$ cat src/rtl/unstacker.sv
// Serializes 128-bit memory chunks into 16-bit pixels, lowest pixel first.
// A two-slot ping-pong buffer keeps one pixel per clock flowing across chunk boundaries.
module unstacker (
    input  logic         clk,
    input  logic         rst,
    input  logic         chunk_tvalid,
    output logic         chunk_tready,
    input  logic [127:0] chunk_tdata,
    input  logic         chunk_tlast,
    input  logic [3:0]   chunk_tcount,
    output logic         pixel_tvalid,
    input  logic         pixel_tready,
    output logic [15:0]  pixel_tdata,
    output logic         pixel_tlast,
    output logic         busy
);

    typedef struct packed {
        logic [7:0][15:0] data;
        logic             last;
        logic [3:0]       n;
    } slot_t;

    slot_t       r_slot [2];
    logic [1:0]  r_full;
    logic        r_wr_ptr;
    logic        r_rd_ptr;
    logic [2:0]  r_idx;

    slot_t       w_rd_slot;
    logic [2:0]  w_last_idx;
    logic        w_at_end;
    logic        w_chunk_fire;
    logic        w_pixel_fire;
    logic [3:0]  w_wr_n;

    // Only a final chunk may be short; a nonsense count falls back to a full chunk.
    function automatic logic [3:0] f_pixel_count(input logic last, input logic [3:0] count);
        if (last && (count != 4'd0) && (count <= 4'd8))
            return count;
        return 4'd8;
    endfunction

    assign w_rd_slot    = r_slot[r_rd_ptr];
    assign w_last_idx   = 3'(w_rd_slot.n - 4'd1);
    assign w_at_end     = (r_idx == w_last_idx);
    assign w_wr_n       = f_pixel_count(chunk_tlast, chunk_tcount);

    assign chunk_tready = !r_full[r_wr_ptr];
    assign pixel_tvalid = r_full[r_rd_ptr];
    assign pixel_tlast  = r_full[r_rd_ptr] && w_rd_slot.last && w_at_end;
    assign pixel_tdata  = r_full[r_rd_ptr] ? w_rd_slot.data[r_idx] : 16'h0000;
    assign busy         = r_full[0] || r_full[1];

    assign w_chunk_fire = chunk_tvalid && chunk_tready;
    assign w_pixel_fire = pixel_tvalid && pixel_tready;

    // NOTE: slot payload is never read unless its full flag is set, so it carries no reset.
    always_ff @(posedge clk) begin
        if (w_chunk_fire) begin
            r_slot[r_wr_ptr] <= '{data: chunk_tdata, last: chunk_tlast, n: w_wr_n};
        end
    end

    // The write slot is always empty and the read slot always full when their
    // handshakes fire, so both updates to r_full touch different bits.
    always_ff @(posedge clk) begin
        if (rst) begin
            r_full   <= 2'b00;
            r_wr_ptr <= 1'b0;
            r_rd_ptr <= 1'b0;
            r_idx    <= 3'd0;
        end else begin
            if (w_chunk_fire) begin
                r_full[r_wr_ptr] <= 1'b1;
                r_wr_ptr         <= ~r_wr_ptr;
            end
            if (w_pixel_fire) begin
                if (w_at_end) begin
                    r_full[r_rd_ptr] <= 1'b0;
                    r_rd_ptr         <= ~r_rd_ptr;
                    r_idx            <= 3'd0;
                end else begin
                    r_idx <= r_idx + 3'd1;
                end
            end
        end
    end

endmodule

$ cat config.mk
export PLATFORM = sky130hd
export DESIGN_NAME = unstacker
export DESIGN_NICKNAME = d
export VERILOG_FILES = /design/src/rtl/unstacker.sv
export SDC_FILE = /design/constraint.sdc
export NUM_CORES = 1
export LEC_CHECK = 0
export BUFFER_PORTS_ARGS = -buffer_cell sky130_fd_sc_hd__buf_2
export CORE_UTILIZATION = 45
export CTS_CLUSTER_DIAMETER = 100
export CTS_CLUSTER_SIZE = 14
export DETAILED_ROUTE_END_ITERATION = 10
export PLACE_DENSITY = 0.72
export SYNTH_ARGS = -nofsm -noshare
export SYNTH_HDL_FRONTEND = slang
export SYNTH_SLANG_ARGS = --single-unit
$ cat constraint.sdc
create_clock -name clk -period 12.1 [get_ports clk]
set_input_delay 2.42 -clock clk [delete_from_list [all_inputs] [get_ports clk]]
set_output_delay 2.42 -clock clk [all_outputs]
set_load 0.01 [all_outputs]
Yosys cells after proc, flatten, opt, wreduce, memory -nomap -nowiden
Memory sizes are Yosys's and may differ from the RTL's. A register that Yosys moved wholly into a read port is not among the register bits.
Cells that the tools add are included.

storage, ports and cells
  register bits = 7
  memory bits (writable) = 266
  output and inout port bits = 20
  word-level logic and storage cells = 54
  memories = 1

cells by class
  add/sub/neg operators = 2
  magnitude comparators = 6
  equal/unequal tests = 1
  mux-type cells = 23
  bitwise gates (word level) = 5
  reductions and logical operators = 12

memories
  memory  words  bits a word  rd ports  clocked after memory_dff  write ports  line  RTL
  r_slot  2      133          1         1                         1            24    slot_t r_slot [2];

operator list
  operator                                                                       count
  16-bit binary-select mux with 3-bit select                                     1
  16-bit two-way mux                                                             2
  1-bit two-way mux                                                              11
  1-bit logical AND                                                              8
  2-bit two-way mux                                                              4
  4-bit two-way mux                                                              2
  4-bit less-or-equal comparator (second input constant)                         1
  1-bit by 2-bit less-than comparator with 1-bit output (second input constant)  2
  3-bit by 4-bit less-than comparator with 1-bit output (second input constant)  1
  4-bit nonzero test                                                             1
  3-bit by 1-bit adder with 3-bit output (second input constant)                 1
  3-bit equality test                                                            1
  3-bit two-way mux                                                              1
  3-bit by 1-bit subtractor with 3-bit output (second input constant)            1
  2-bit AND                                                                      1
  1-bit demux with 1-bit select                                                  2
  1-bit greater-or-equal comparator (second input constant)                      2
  1-bit inverter                                                                 2
  2-bit inverter                                                                 1
  2-bit OR                                                                       1
  2-bit AND reduction                                                            1
  1-bit zero test                                                                1
  1-bit logical OR                                                               1

Logic depth before layout (Yosys ltp)
Gate-level depths: netlist of run 1.

  depth after elaboration = 10
  gate-level depth with buffers = 9

Least setup slack after synthesis of run 1
OpenSTA, ideal clock, no wires.

  path kind = input-to-reg
  from = input port chunk_tvalid
  to = memory r_slot[0][0] (netlist name) (enable)
  setup time = 0.816 ns
  arrival = 11.959 ns
  path slack = -0.675 ns
  stages = 1
  path buffers = 0
  path through = nor3b_1

on the way
  longest elaborated chain between the ends = 3

RTL lines
  what                                     line  RTL
  start, declared                          6     input logic chunk_tvalid,
  1-bit logical AND                        55    assign w_chunk_fire = chunk_tvalid && chunk_tready;
  1-bit two-way mux                        60    if (w_chunk_fire) begin
  1-bit two-way mux (implied by the code)  61    r_slot[r_wr_ptr] <= '{data: chunk_tdata, last: chunk_tlast, n: w_wr_n};
  end, declared                            24

No other way between the ends.

==> results.json, run 1 <==
{
  "postPlaceCellArea_mm2": 0.0115,
  "final_sum_of_negative_setup_slack_ns": 0,
  "rrSetupSlack_ns": 9.46,
  "detailroute.via_count": 5196,
  "cts.root.buffer_cell": "sky130_fd_sc_hd__clkbuf_16",
  "synth_top_cell_by_area": "sky130_fd_sc_hd__edfxtp_1",
  "fin_nets": 775,
  "path_delay_family": "buffers and inverters",
  "hpwl_reported_at_the_end_of_detailed_placement_um": 13000,
  "syn-cell-area_mm2": 0.0105,
  "number_of_design_rule_violations_left_after_detail_routing": 0,
  "maxSlewViolCount": 0,
  "io_pins": 157,
  "async_flop_share_pct": 0,
  "gpl.final_weighted_congestion": 0.742,
  "report.final.hold_viol_count": 0,
  "unrepaired_setup_endpoints_after_global_routing": "no",
  "drt.antenna.violating_nets": 0,
  "path_class": "reg -> out",
  "drt-total-wl_um": 20200,
  "final_util_pct": 53.7,
  "synth_most_common_cell": "sky130_fd_sc_hd__edfxtp_1",
  "fin_skew_ns": 0.0190,
  "portBuffers": 156,
  "timing.fmax_ghz": 0.174,
  "worst_pin_slew_ns": 1.20,
  "cell_chain_of_the_critical_path": "buf_4, mux4_2, mux2i_1, o22ai_1, buf_2",
  "cts.path.max_buffers": 3,
  "drt-met1-wl_um": 7910,
  "finalCritPeriodShare_pct": 47.4,
  "clkTransAtPathRegs_ns": 0.07,
  "post_synth_inst_count": 473,
  "finish_stage_setup_viols": 0,
  "fin_crit_ns": 5.74,
  "cts_resized": 0,
  "met2WireLength_um": 10200,
  "core_mm2": 0.0227,
  "initial_core_util_pct": 46.1,
  "grt_first_pass_wirelength_um": 31100,
  "detail_route_met3_wl_um": 1470,
  "highest_routed_metal_layer": "met5",
  "number_of_global_route_vias_before_repair": 5625,
  "globalRouteTotalUtil_pct": 17.2,
  "yosys-top-cells-count": "sky130_fd_sc_hd__edfxtp_1, sky130_fd_sc_hd__mux4_2, sky130_fd_sc_hd__mux2i_1",
  "cp-start-kind": "register",
  "synthToLayoutAreaGrowth_pct": 16.4,
  "total_leakage_power_uw": 0.00424,
  "critical_path_peak_fanout": 48,
  "route.detailed.vias_per_inst": 5.56,
  "antenna_found_initial": 6,
  "powerDensity_mw_per_mm2": 158,
  "cts_buffers": 23,
  "clock-sinks": 272,
  "synth.area.top_cells": "sky130_fd_sc_hd__edfxtp_1, sky130_fd_sc_hd__mux4_2, sky130_fd_sc_hd__mux2i_1",
  "final.hold.worst_slack_ns": 0.528,
  "design.die.area_mm2": 0.0239,
  "worst_ir_drop_vdd_uv": 122,
  "synthesis.nets": 612,
  "buffers_inserted_during_post_cts_setup_optimization": 0,
  "design_area_mm2": 0.0122,
  "wl_per_cell_um": 21.6,
  "post_layout_nonfiller_instances": 934,
  "min_path_type": "reg -> reg",
  "number_of_core_rows": 55,
  "clock_insertion_delay_worst_skew_ns": 0.51,
  "postCtsHoldBufs": 0,
  "synth-edff-count": 264,
  "yosysUniqueCellTypes": 42,
  "avgSynthCellArea_um2": 22.1,
  "die_width_um": 155,
  "drive_gt1_share_pct": 40.1,
  "synth.yosys.warnings": 0,
  "synth_seq_area_share_pct": 77.3,
  "timing.max_cap.violations": 0,
  "maximum_single_stage_delay_on_the_critical_path_ns": 0.83,
  "crit_path_buffers_inverters": 2,
  "worst-endpoint-required_ns": 9.68,
  "gr_ovfl_total": 0,
  "crit_path_end_kind": "output pin",
  "synth.top_cell.area_share_pct": 75.7,
  "crit_path_top_delay_cell": "sky130_fd_sc_hd__buf_4",
  "ys_ff_latch": 272,
  "critical_path_arrival_ns": 3.32,
  "drt_first_iter_violations": 286,
  "drt_pass1_iterations": 4,
  "run_status": "completed",
  "timing.slew.headroom_pct": 20.0,
  "placed_cell_count": 896,
  "cts_max_level": 1,
  "maximum_number_of_pins_on_one_net_before_global_route_repair": 89,
  "main_synth_ff_type": "sky130_fd_sc_hd__edfxtp_1",
  "tritoncts": "yes",
  "fp.dieH_um": 155
}
-- stage by stage --
| stage | setup slack (ns) | power (uW) |
|---|---|---|
| 6_report | 6.36 | 1930 |
| 5_1_grt | 6.09 | 2000 |
| 4_1_cts | 6.23 | 1950 |
| 3_5_place_dp | 6.78 | 1300 |
| 3_3_place_gp | 6.82 | 1290 |
| 2_1_floorplan | 4.05 | 1240 |
-- placed cells by master (no fill, tap or decap), types with 2 or more instances in the layout --
cell	Yosys	layout
sky130_fd_sc_hd__edfxtp_1	264	264
sky130_fd_sc_hd__buf_2	6	156
sky130_fd_sc_hd__mux4_2	61	61
sky130_fd_sc_hd__mux2i_1	33	33
sky130_fd_sc_hd__clkbuf_16	0	23
sky130_fd_sc_hd__o22ai_1	12	12
sky130_fd_sc_hd__clkbuf_1	7	9
sky130_fd_sc_hd__nor2_1	8	8
sky130_fd_sc_hd__nand2_1	7	7
sky130_fd_sc_hd__nand3_1	6	6
sky130_fd_sc_hd__dfxtp_1	8	6
sky130_fd_sc_hd__and2_1	5	5
sky130_fd_sc_hd__buf_4	4	5
sky130_fd_sc_hd__o211ai_1	4	4
sky130_fd_sc_hd__a22oi_1	4	4
sky130_fd_sc_hd__diode_2	0	3
sky130_fd_sc_hd__nor2b_1	3	3
sky130_fd_sc_hd__inv_1	3	3
sky130_fd_sc_hd__xnor2_1	3	3
sky130_fd_sc_hd__mux2_2	2	2
sky130_fd_sc_hd__nand4_1	2	2
sky130_fd_sc_hd__a21oi_1	2	2
sky130_fd_sc_hd__a211oi_1	2	2
sky130_fd_sc_hd__mux2_1	2	2
sky130_fd_sc_hd__ha_1	2	2
sky130_fd_sc_hd__dfxtp_4	0	2
-- logic make-up after synthesis --
kind of cell	share of synthesized area, %
simple gates	2.15
mux	16.8
compound gates	1.92
fa+ha+maj	0.239
xor+xnor	0.335
flops	77.3
buf+inv	1.25
-- report_power, final --
part | switching (uW) | internal, uW | leakage, uW
Sequential | 22.4 | 1100 | 0.00253
Clock | 301 | 349 | 0.000303
Combinational | 83.9 | 69.4 | 0.00141
-- routing by layer --
layer | vias up | GRT usage (%)
met2 | 165 | 29.4
li1 | 2319 | -
met4 | 6 | 5.66
met5 | - | 0
met1 | 2656 | 21.0
met3 | 50 | 5.16
-- layout make-up --
class / count / area (um2)
Fill cell: 1778 / 10500
Sequential cell: 272 / 8100
Multi-Input combinational cell: 174 / 2260
Timing Repair Buffer: 161 / 818
Clock buffer: 32 / 609
Tap cell: 285 / 357
Clock inverter: 3 / 21.3
Inverter: 4 / 15.0
Antenna cell: 3 / 7.51
-- final timing paths --
check | startpoint | end | cells past startpoint
worst max-delay path | register | pixel_tdata[8] | 5
worst max register to register | r_wr_ptr | r_slot[1][82] | 3
worst min register to register | r_rd_ptr | r_full[1] | 1
worst min-delay path | r_rd_ptr | r_full[1] | 1
-- sequential cells by signal, summed over array words and instances, names as in the netlist, named ones only --
name      count
r_rd_ptr      1
r_wr_ptr      1
r_slot      264
r_idx         3
r_full        2
-- worst register-to-register path: cells and delay by family, from the launching register on --
kind | cells | cell delay [ns]
flip-flops | 1 | 0.43
AND/OR/NAND/NOR | 1 | 0.21
buffers and inverters | 2 | 1.58
Note: power is estimated with default switching activity, not from simulation.
==> run 2: changes to the inputs <==
- ABC_AREA: not set -> 1
- PLACE_DENSITY: 0.72 -> 0.69
- clock period: 12.1 -> 5.72 ns (I/O delays scaled with it)
==> run 2 against run 1 <==
  * Synthesized area up 7.5%
  * Sequential share of layout area down 3.6 points
  * Synthesized cell count up 110%
  * First-iteration DRC count rose to 2.6 times the previous value
  * Combinational power rose to 2.7 times the previous value
  * Routed wire length up 37%
  * Largest cell class unchanged
  * Highest routed layer is now met4
==> results.json, run 2 <==
{
  "tritoncts": "yes",
  "worst_ir_drop_vdd_uv": 199,
  "hpwl_reported_at_the_end_of_detailed_placement_um": 17400,
  "io_pins": 157,
  "globalRouteTotalUtil_pct": 21.5,
  "synth.area.top_cells": "sky130_fd_sc_hd__edfxtp_1, sky130_fd_sc_hd__nand2_1, sky130_fd_sc_hd__nand3_1",
  "yosysUniqueCellTypes": 25,
  "synth.yosys.warnings": 0,
  "synth_seq_area_share_pct": 71.8,
  "timing.fmax_ghz": 0.209,
  "synthToLayoutAreaGrowth_pct": 14.3,
  "path_class": "reg -> out",
  "cts.root.buffer_cell": "sky130_fd_sc_hd__clkbuf_16",
  "placement.setup.worst_slack_ns": 1.44,
  "syn-cell-area_mm2": 0.0113,
  "num_antenna_cells": 0,
  "cts_max_level": 1,
  "buffers_inserted_during_post_cts_setup_optimization": 0,
  "final_sum_of_negative_setup_slack_ns": 0,
  "gr_ovfl_total": 0,
  "portBuffers": 156,
  "largest_reg_flops": 264,
  "timing.hold.worst_endpoint": "r_full[1]",
  "crit_path_buffers_inverters": 3,
  "clock-sinks": 272,
  "design.die.area_mm2": 0.0257,
  "clock_insertion_delay_worst_skew_ns": 0.50,
  "maximum_number_of_pins_on_one_net_before_global_route_repair": 108,
  "timing.slew.headroom_pct": 20.6,
  "yosys-top-cells-count": "sky130_fd_sc_hd__edfxtp_1, sky130_fd_sc_hd__nand2_1, sky130_fd_sc_hd__nor2_1",
  "layout_commonest_cell": "sky130_fd_sc_hd__edfxtp_1",
  "fin_nets": 1277,
  "worst-endpoint-required_ns": 4.58,
  "synth-edff-count": 264,
  "cts_buffers": 23,
  "maxSlewViolCount": 0,
  "run_status": "completed",
  "number_of_design_rule_violations_left_after_detail_routing": 0,
  "maximum_single_stage_delay_on_the_critical_path_ns": 0.96,
  "powerDensity_mw_per_mm2": 322,
  "die_width_um": 160,
  "critical_path_arrival_ns": 3.64,
  "postCtsHoldBufs": 0,
  "clkTransAtPathRegs_ns": 0.06,
  "drt_pass1_iterations": 5,
  "grt_first_pass_wirelength_um": 41800,
  "number_of_global_route_vias_before_repair": 7274,
  "placed_cell_count": 1437,
  "drt_first_iter_violations": 742,
  "fin_crit_ns": 4.78,
  "crit_path_end_kind": "output pin",
  "cts_resized": 0,
  "route.detailed.vias_per_inst": 5.24,
  "fillerInstances": 2114,
  "cp-start-kind": "register",
  "initial_core_util_pct": 46.0,
  "drive_gt1_share_pct": 17.3,
  "ys_ff_latch": 272,
  "holdPathStages": 2,
  "number_of_core_rows": 57,
  "path_delay_family": "flip-flops",
  "drt-total-wl_um": 27700,
  "unrepaired_setup_endpoints_after_global_routing": "no",
  "depth_of_the_most_critical_reg_to_reg_path": 10,
  "async_flop_share_pct": 0,
  "synth_most_common_cell": "sky130_fd_sc_hd__edfxtp_1",
  "fp.dieH_um": 160,
  "post_layout_nonfiller_instances": 1470,
  "critical_path_peak_fanout": 107,
  "mostFrequentLayoutCells": "sky130_fd_sc_hd__edfxtp_1, sky130_fd_sc_hd__nand2_1, sky130_fd_sc_hd__buf_2",
  "finish_stage_setup_viols": 0,
  "fin_skew_ns": 0.00740,
  "main_synth_ff_type": "sky130_fd_sc_hd__edfxtp_1",
  "finalWorstSetupSlack_ns": 0.940,
  "antenna_found_initial": 0,
  "synthesis.nets": 1141,
  "gpl.final_weighted_congestion": 0.792,
  "rrSetupSlack_ns": 2.60,
  "drt.antenna.violating_nets": 0,
  "crit_path_top_delay_cell": "sky130_fd_sc_hd__dfxtp_4",
  "avgSynthCellArea_um2": 11.2,
  "core_mm2": 0.0245,
  "report.final.hold_viol_count": 0,
  "finalCritPeriodShare_pct": 83.6,
  "registers.top_by_ff_count": "r_slot",
  "synth_top_cell_by_area": "sky130_fd_sc_hd__edfxtp_1",
  "post_synth_inst_count": 1002,
  "largest_registers": "r_slot: 264 flops, r_idx: 3 flops, r_full: 2 flops",
  "min_path_type": "reg -> reg",
  "holdCritStartpoint": "r_full[1]",
  "cts.path.max_buffers": 3,
  "timing.max_cap.violations": 0,
  "cell_chain_of_the_critical_path": "inv_4, nand2_1, nand2_1, ha_1, xor2_1, inv_1, nor2_1, nand3_1, nor2_1, buf_2",
  "synth.top_cell.area_share_pct": 70.4,
  "wl_per_cell_um": 18.9,
  "total_leakage_power_uw": 0.00512,
  "worst_pin_slew_ns": 1.19,
  "detailroute.via_count": 7696
}
[run 2: cell count changes after synthesis, sizes merged, moves of 6 or more]
cell / change
clkbuf: +8
nor2: +132
mux2i: -32
and2: -6
nand3: +112
a21oi: +18
inv: +51
buf: +25
o21ai: +67
nand2: +255
o22ai: -12
mux4: -61
[run 2: worst max-delay path by stage]
| stage | to | slack (ns) | from | cells after the start |
|---|---|---|---|---|
| global placement | pixel_tlast | 1.50 | register | 10 |
| global route | pixel_tlast | 0.69 | register | 10 |
| floorplan | r_slot[1][0] | 0.58 | chunk_tvalid | 2 |
| detailed placement | pixel_tlast | 1.44 | register | 10 |
| finish | pixel_tlast | 0.94 | register | 10 |
| CTS | pixel_tlast | 0.91 | register | 10 |
[run 2: through the flow]
step / hold WS [ns] / utilization (%) / power [uW] / area, um2
floorplan: 0.472 / - / 2630 / 11300
CTS: 0.512 / 52.6 / 4180 / 12900
detailed placement: 0.503 / 50.1 / 2810 / 12300
global placement: 0.493 / 50.1 / 2800 / 12300
finish: 0.518 / 52.6 / 4150 / 12900
global route: 0.562 / 52.6 / 4300 / 12900
[run 2: cell families (layout without fill, tap and decap cells)]
| group | Yosys count | after routing | share of synthesized area, % |
|---|---|---|---|
| and+or+nand+nor | 524 | 524 | 18.9 |
| DFF | 272 | 272 | 71.8 |
| buffers and inverters | 112 | 256 | 4.75 |
| AOI/OAI and AO/OA | 88 | 88 | 3.91 |
| adders and majority gates | 2 | 2 | 0.222 |
| xor gates and xnor gates | 2 | 2 | 0.156 |
| muxes | 2 | 2 | 0.178 |
[run 2: cell type report]
| class | instances | area [um2] | share of cell area (%) |
|---|---|---|---|
| clock buffer | 32 | 609 | 4.73 |
| clock inverter | 1 | 8.76 | 0.0680 |
| inverter | 56 | 213 | 1.65 |
| multi-input combinational | 618 | 2660 | 20.6 |
| sequential | 272 | 8090 | 62.9 |
| tap | 324 | 405 | 3.15 |
| timing repair buffer | 167 | 888 | 6.90 |
[run 2: metal layers]
metal / wire length (um) / vias to the layer above / part of all wire, % / global-route usage [%]
met5: 0 / - / 0 / 0
met4: 1010 / 0 / 3.6 / 7.71
met3: 2150 / 54 / 7.7 / 3.09
met2: 13000 / 334 / 47 / 33.6
met1: 11600 / 3636 / 42 / 30.7
li1: - / 3672 / - / -
[run 2: power by group]
part / total, uW / switching, uW / internal [uW] / leakage, uW
clock: 1380 / 646 / 735 / 0.000299
combinational: 412 / 284 / 128 / 0.00229
sequential: 2360 / 33.1 / 2320 / 0.00252
[run 2: worst reg2reg max path: stages (launching register included)]
cell and delay, ns:
sky130_fd_sc_hd__dfxtp_4 0.96, sky130_fd_sc_hd__inv_4 0.63, sky130_fd_sc_hd__nand2_1 0.32, sky130_fd_sc_hd__nand2_1 0.08
sky130_fd_sc_hd__ha_1 0.29, sky130_fd_sc_hd__xor2_1 0.22, sky130_fd_sc_hd__inv_1 0.07, sky130_fd_sc_hd__nor2_1 0.15
sky130_fd_sc_hd__nand4_1 0.11, sky130_fd_sc_hd__nand2_1 0.13, sky130_fd_sc_hd__nor2_1 0.05
==> run 3: changes to the inputs <==
- PLACE_DENSITY: 0.69 -> 0.72
- clock period: 5.72 -> 4.1 ns (I/O delays scaled with it)
==> run 3 against run 2 <==
  * Final cell count increased by 0.41%
  * First-iteration DRC count increased by 5.8%
  * Critical endpoint is now pixel_tdata[15]
  * Sequential cell count unchanged
  * Clock skew increased by 0.00097 ns
  * Core utilization increased by 0.41 points
  * Largest cell class unchanged
  * Cell area increased by 0.78%
==> results.json, run 3 (synthesis results as in run 2) <==
{
  "min_path_type": "in -> reg",
  "timing.max_cap.violations": 0,
  "report.final.hold_viol_count": 0,
  "critical_path_arrival_ns": 2.83,
  "total_leakage_power_uw": 0.00516,
  "detailroute.via_count": 7736,
  "depth_of_the_most_critical_reg_to_reg_path": 10,
  "fin_nets": 1281,
  "drt_pass1_iterations": 4,
  "crit_path_buffers_inverters": 2,
  "holdCritStartpoint": "chunk_tdata[48]",
  "portBuffers": 156,
  "drt.antenna.violating_nets": 0,
  "cts.root.buffer_cell": "sky130_fd_sc_hd__clkbuf_16",
  "number_of_design_rule_violations_left_after_detail_routing": 0,
  "finish_stage_setup_viols": 0,
  "drive_gt1_share_pct": 17.7,
  "largest_registers": "r_slot: 264 flops, r_idx: 3 flops, r_full: 2 flops",
  "finalCritPeriodShare_pct": 89.1,
  "antenna_found_initial": 3,
  "buffers_inserted_during_post_cts_setup_optimization": 0,
  "largest_reg_flops": 264,
  "timing.fmax_ghz": 0.274,
  "globalRouteTotalUtil_pct": 21.9,
  "timing.hold.worst_endpoint": "r_slot[1][53]",
  "crit_path_top_delay_cell": "sky130_fd_sc_hd__buf_4",
  "rrSetupSlack_ns": 1.87,
  "placement.setup.worst_slack_ns": 1.00,
  "fp.dieH_um": 160,
  "tritoncts": "yes",
  "crit_path_end_kind": "output pin",
  "cp-start-kind": "register",
  "layout_commonest_cell": "sky130_fd_sc_hd__edfxtp_1",
  "unrepaired_setup_endpoints_after_global_routing": "no",
  "powerDensity_mw_per_mm2": 451,
  "gpl.final_weighted_congestion": 0.795,
  "p_int_uw": 4470,
  "maxSlewViolCount": 0,
  "swShare_pct": 23.6,
  "drt_first_iter_violations": 785,
  "synthToLayoutAreaGrowth_pct": 15.2,
  "p_comb_share_pct": 10.1,
  "fin_skew_ns": 0.00837,
  "hpwl_reported_at_the_end_of_detailed_placement_um": 17700,
  "power.switching_uw": 1380,
  "io_pins": 157,
  "cts_max_level": 1,
  "timing.slew.headroom_pct": 24.9,
  "sequentialPowerShare_pct": 56.1,
  "cell_chain_of_the_critical_path": "buf_4, nor2_1, nor2_1, o21ai_0, nand3_1, nand3_1, a21oi_1, buf_2",
  "holdPathStages": 1,
  "drt-total-wl_um": 28000,
  "core_mm2": 0.0245,
  "clkTransAtPathRegs_ns": 0.07,
  "final_sum_of_negative_setup_slack_ns": 0,
  "cts.path.max_buffers": 3,
  "path_delay_family": "buffers and inverters",
  "cts_resized": 0,
  "clock_insertion_delay_worst_skew_ns": 0.52,
  "finalWorstSetupSlack_ns": 0.448,
  "run_status": "completed",
  "gr_ovfl_total": 0,
  "clockPowerShare_pct": 33.8,
  "design.die.area_mm2": 0.0257,
  "maximum_number_of_pins_on_one_net_before_global_route_repair": 103,
  "fin_crit_ns": 3.65,
  "mostFrequentLayoutCells": "sky130_fd_sc_hd__edfxtp_1, sky130_fd_sc_hd__nand2_1, sky130_fd_sc_hd__buf_2",
  "worst-endpoint-required_ns": 3.28,
  "number_of_global_route_vias_before_repair": 7269,
  "initial_core_util_pct": 46.0,
  "wl_per_cell_um": 19.0,
  "grt_first_pass_wirelength_um": 42300,
  "path_class": "reg -> out",
  "clock-sinks": 272,
  "postCtsHoldBufs": 0,
  "die_width_um": 160,
  "route.detailed.vias_per_inst": 5.24,
  "number_of_core_rows": 57,
  "critical_path_peak_fanout": 102,
  "registers.top_by_ff_count": "r_slot",
  "worst_pin_slew_ns": 1.13,
  "worst_ir_drop_vdd_uv": 315,
  "maximum_single_stage_delay_on_the_critical_path_ns": 0.85,
  "cts_buffers": 23
}
## run 3: metal layers
metal	GRT usage, %	wire [um]	part of all wire [%]	up-vias
met1	31.8	12200	44	3705
li1	-	-	-	3678
met5	0	0	0	-
met3	3.45	2020	7.2	37
met4	5.97	629	2.2	0
met2	34.4	13100	47	316
## run 3: power by group through the flow
stage	sequential [uW]	clock, uW	combinational (uW)
2_1_floorplan	3340	0	329
3_3_place_gp	3330	0	576
3_5_place_dp	3340	0	587
4_1_cts	3280	2000	590
5_1_grt	3290	2120	651
6_report	3280	1980	588
## run 3: final cells by class
type | count | area (um2)
Tap cell | 324 | 405
Multi-Input combinational cell | 618 | 2660
Fill cell | 2087 | 11500
Inverter | 56 | 213
Timing Repair Buffer | 171 | 968
Antenna cell | 2 | 5.00
Clock inverter | 2 | 17.5
Sequential cell | 272 | 8090
Clock buffer | 31 | 616
## run 3: worst reg2reg max path, cell delays in order, from the launching register on
cell	delay, ns
sky130_fd_sc_hd__dfxtp_4	0.36
sky130_fd_sc_hd__inv_4	0.54
sky130_fd_sc_hd__nand2_1	0.20
sky130_fd_sc_hd__nand2_1	0.11
sky130_fd_sc_hd__ha_1	0.24
sky130_fd_sc_hd__xor2_1	0.20
sky130_fd_sc_hd__inv_1	0.07
sky130_fd_sc_hd__nor2_1	0.14
sky130_fd_sc_hd__nand4_1	0.09
sky130_fd_sc_hd__nand2_1	0.11
sky130_fd_sc_hd__nor2_1	0.07
## run 3: stage by stage
stage	cell area [um2]	util (%)	std cells	total power, uW	hold slack, ns
global placement	12300	50.4	1441	3910	0.496
CTS	13000	53.0	1474	5880	0.471
finish	13000	53.0	1476	5850	0.483
global route	13000	53.0	1475	6060	0.466
floorplan	11300	-	1002	3670	0.472
detailed placement	12300	50.4	1441	3930	0.512
## run 3: how the worst max path moves through the flow
stage	startpoint	to	slack [ns]	cells past startpoint
5_1_grt	register	pixel_tlast	0.20	10
3_3_place_gp	register	pixel_tdata[9]	1.01	8
6_report	register	pixel_tdata[15]	0.45	8
4_1_cts	register	pixel_tdata[15]	0.43	8
3_5_place_dp	register	pixel_tdata[9]	1.00	8
2_1_floorplan	chunk_tvalid	r_full[0]	-0.51	6
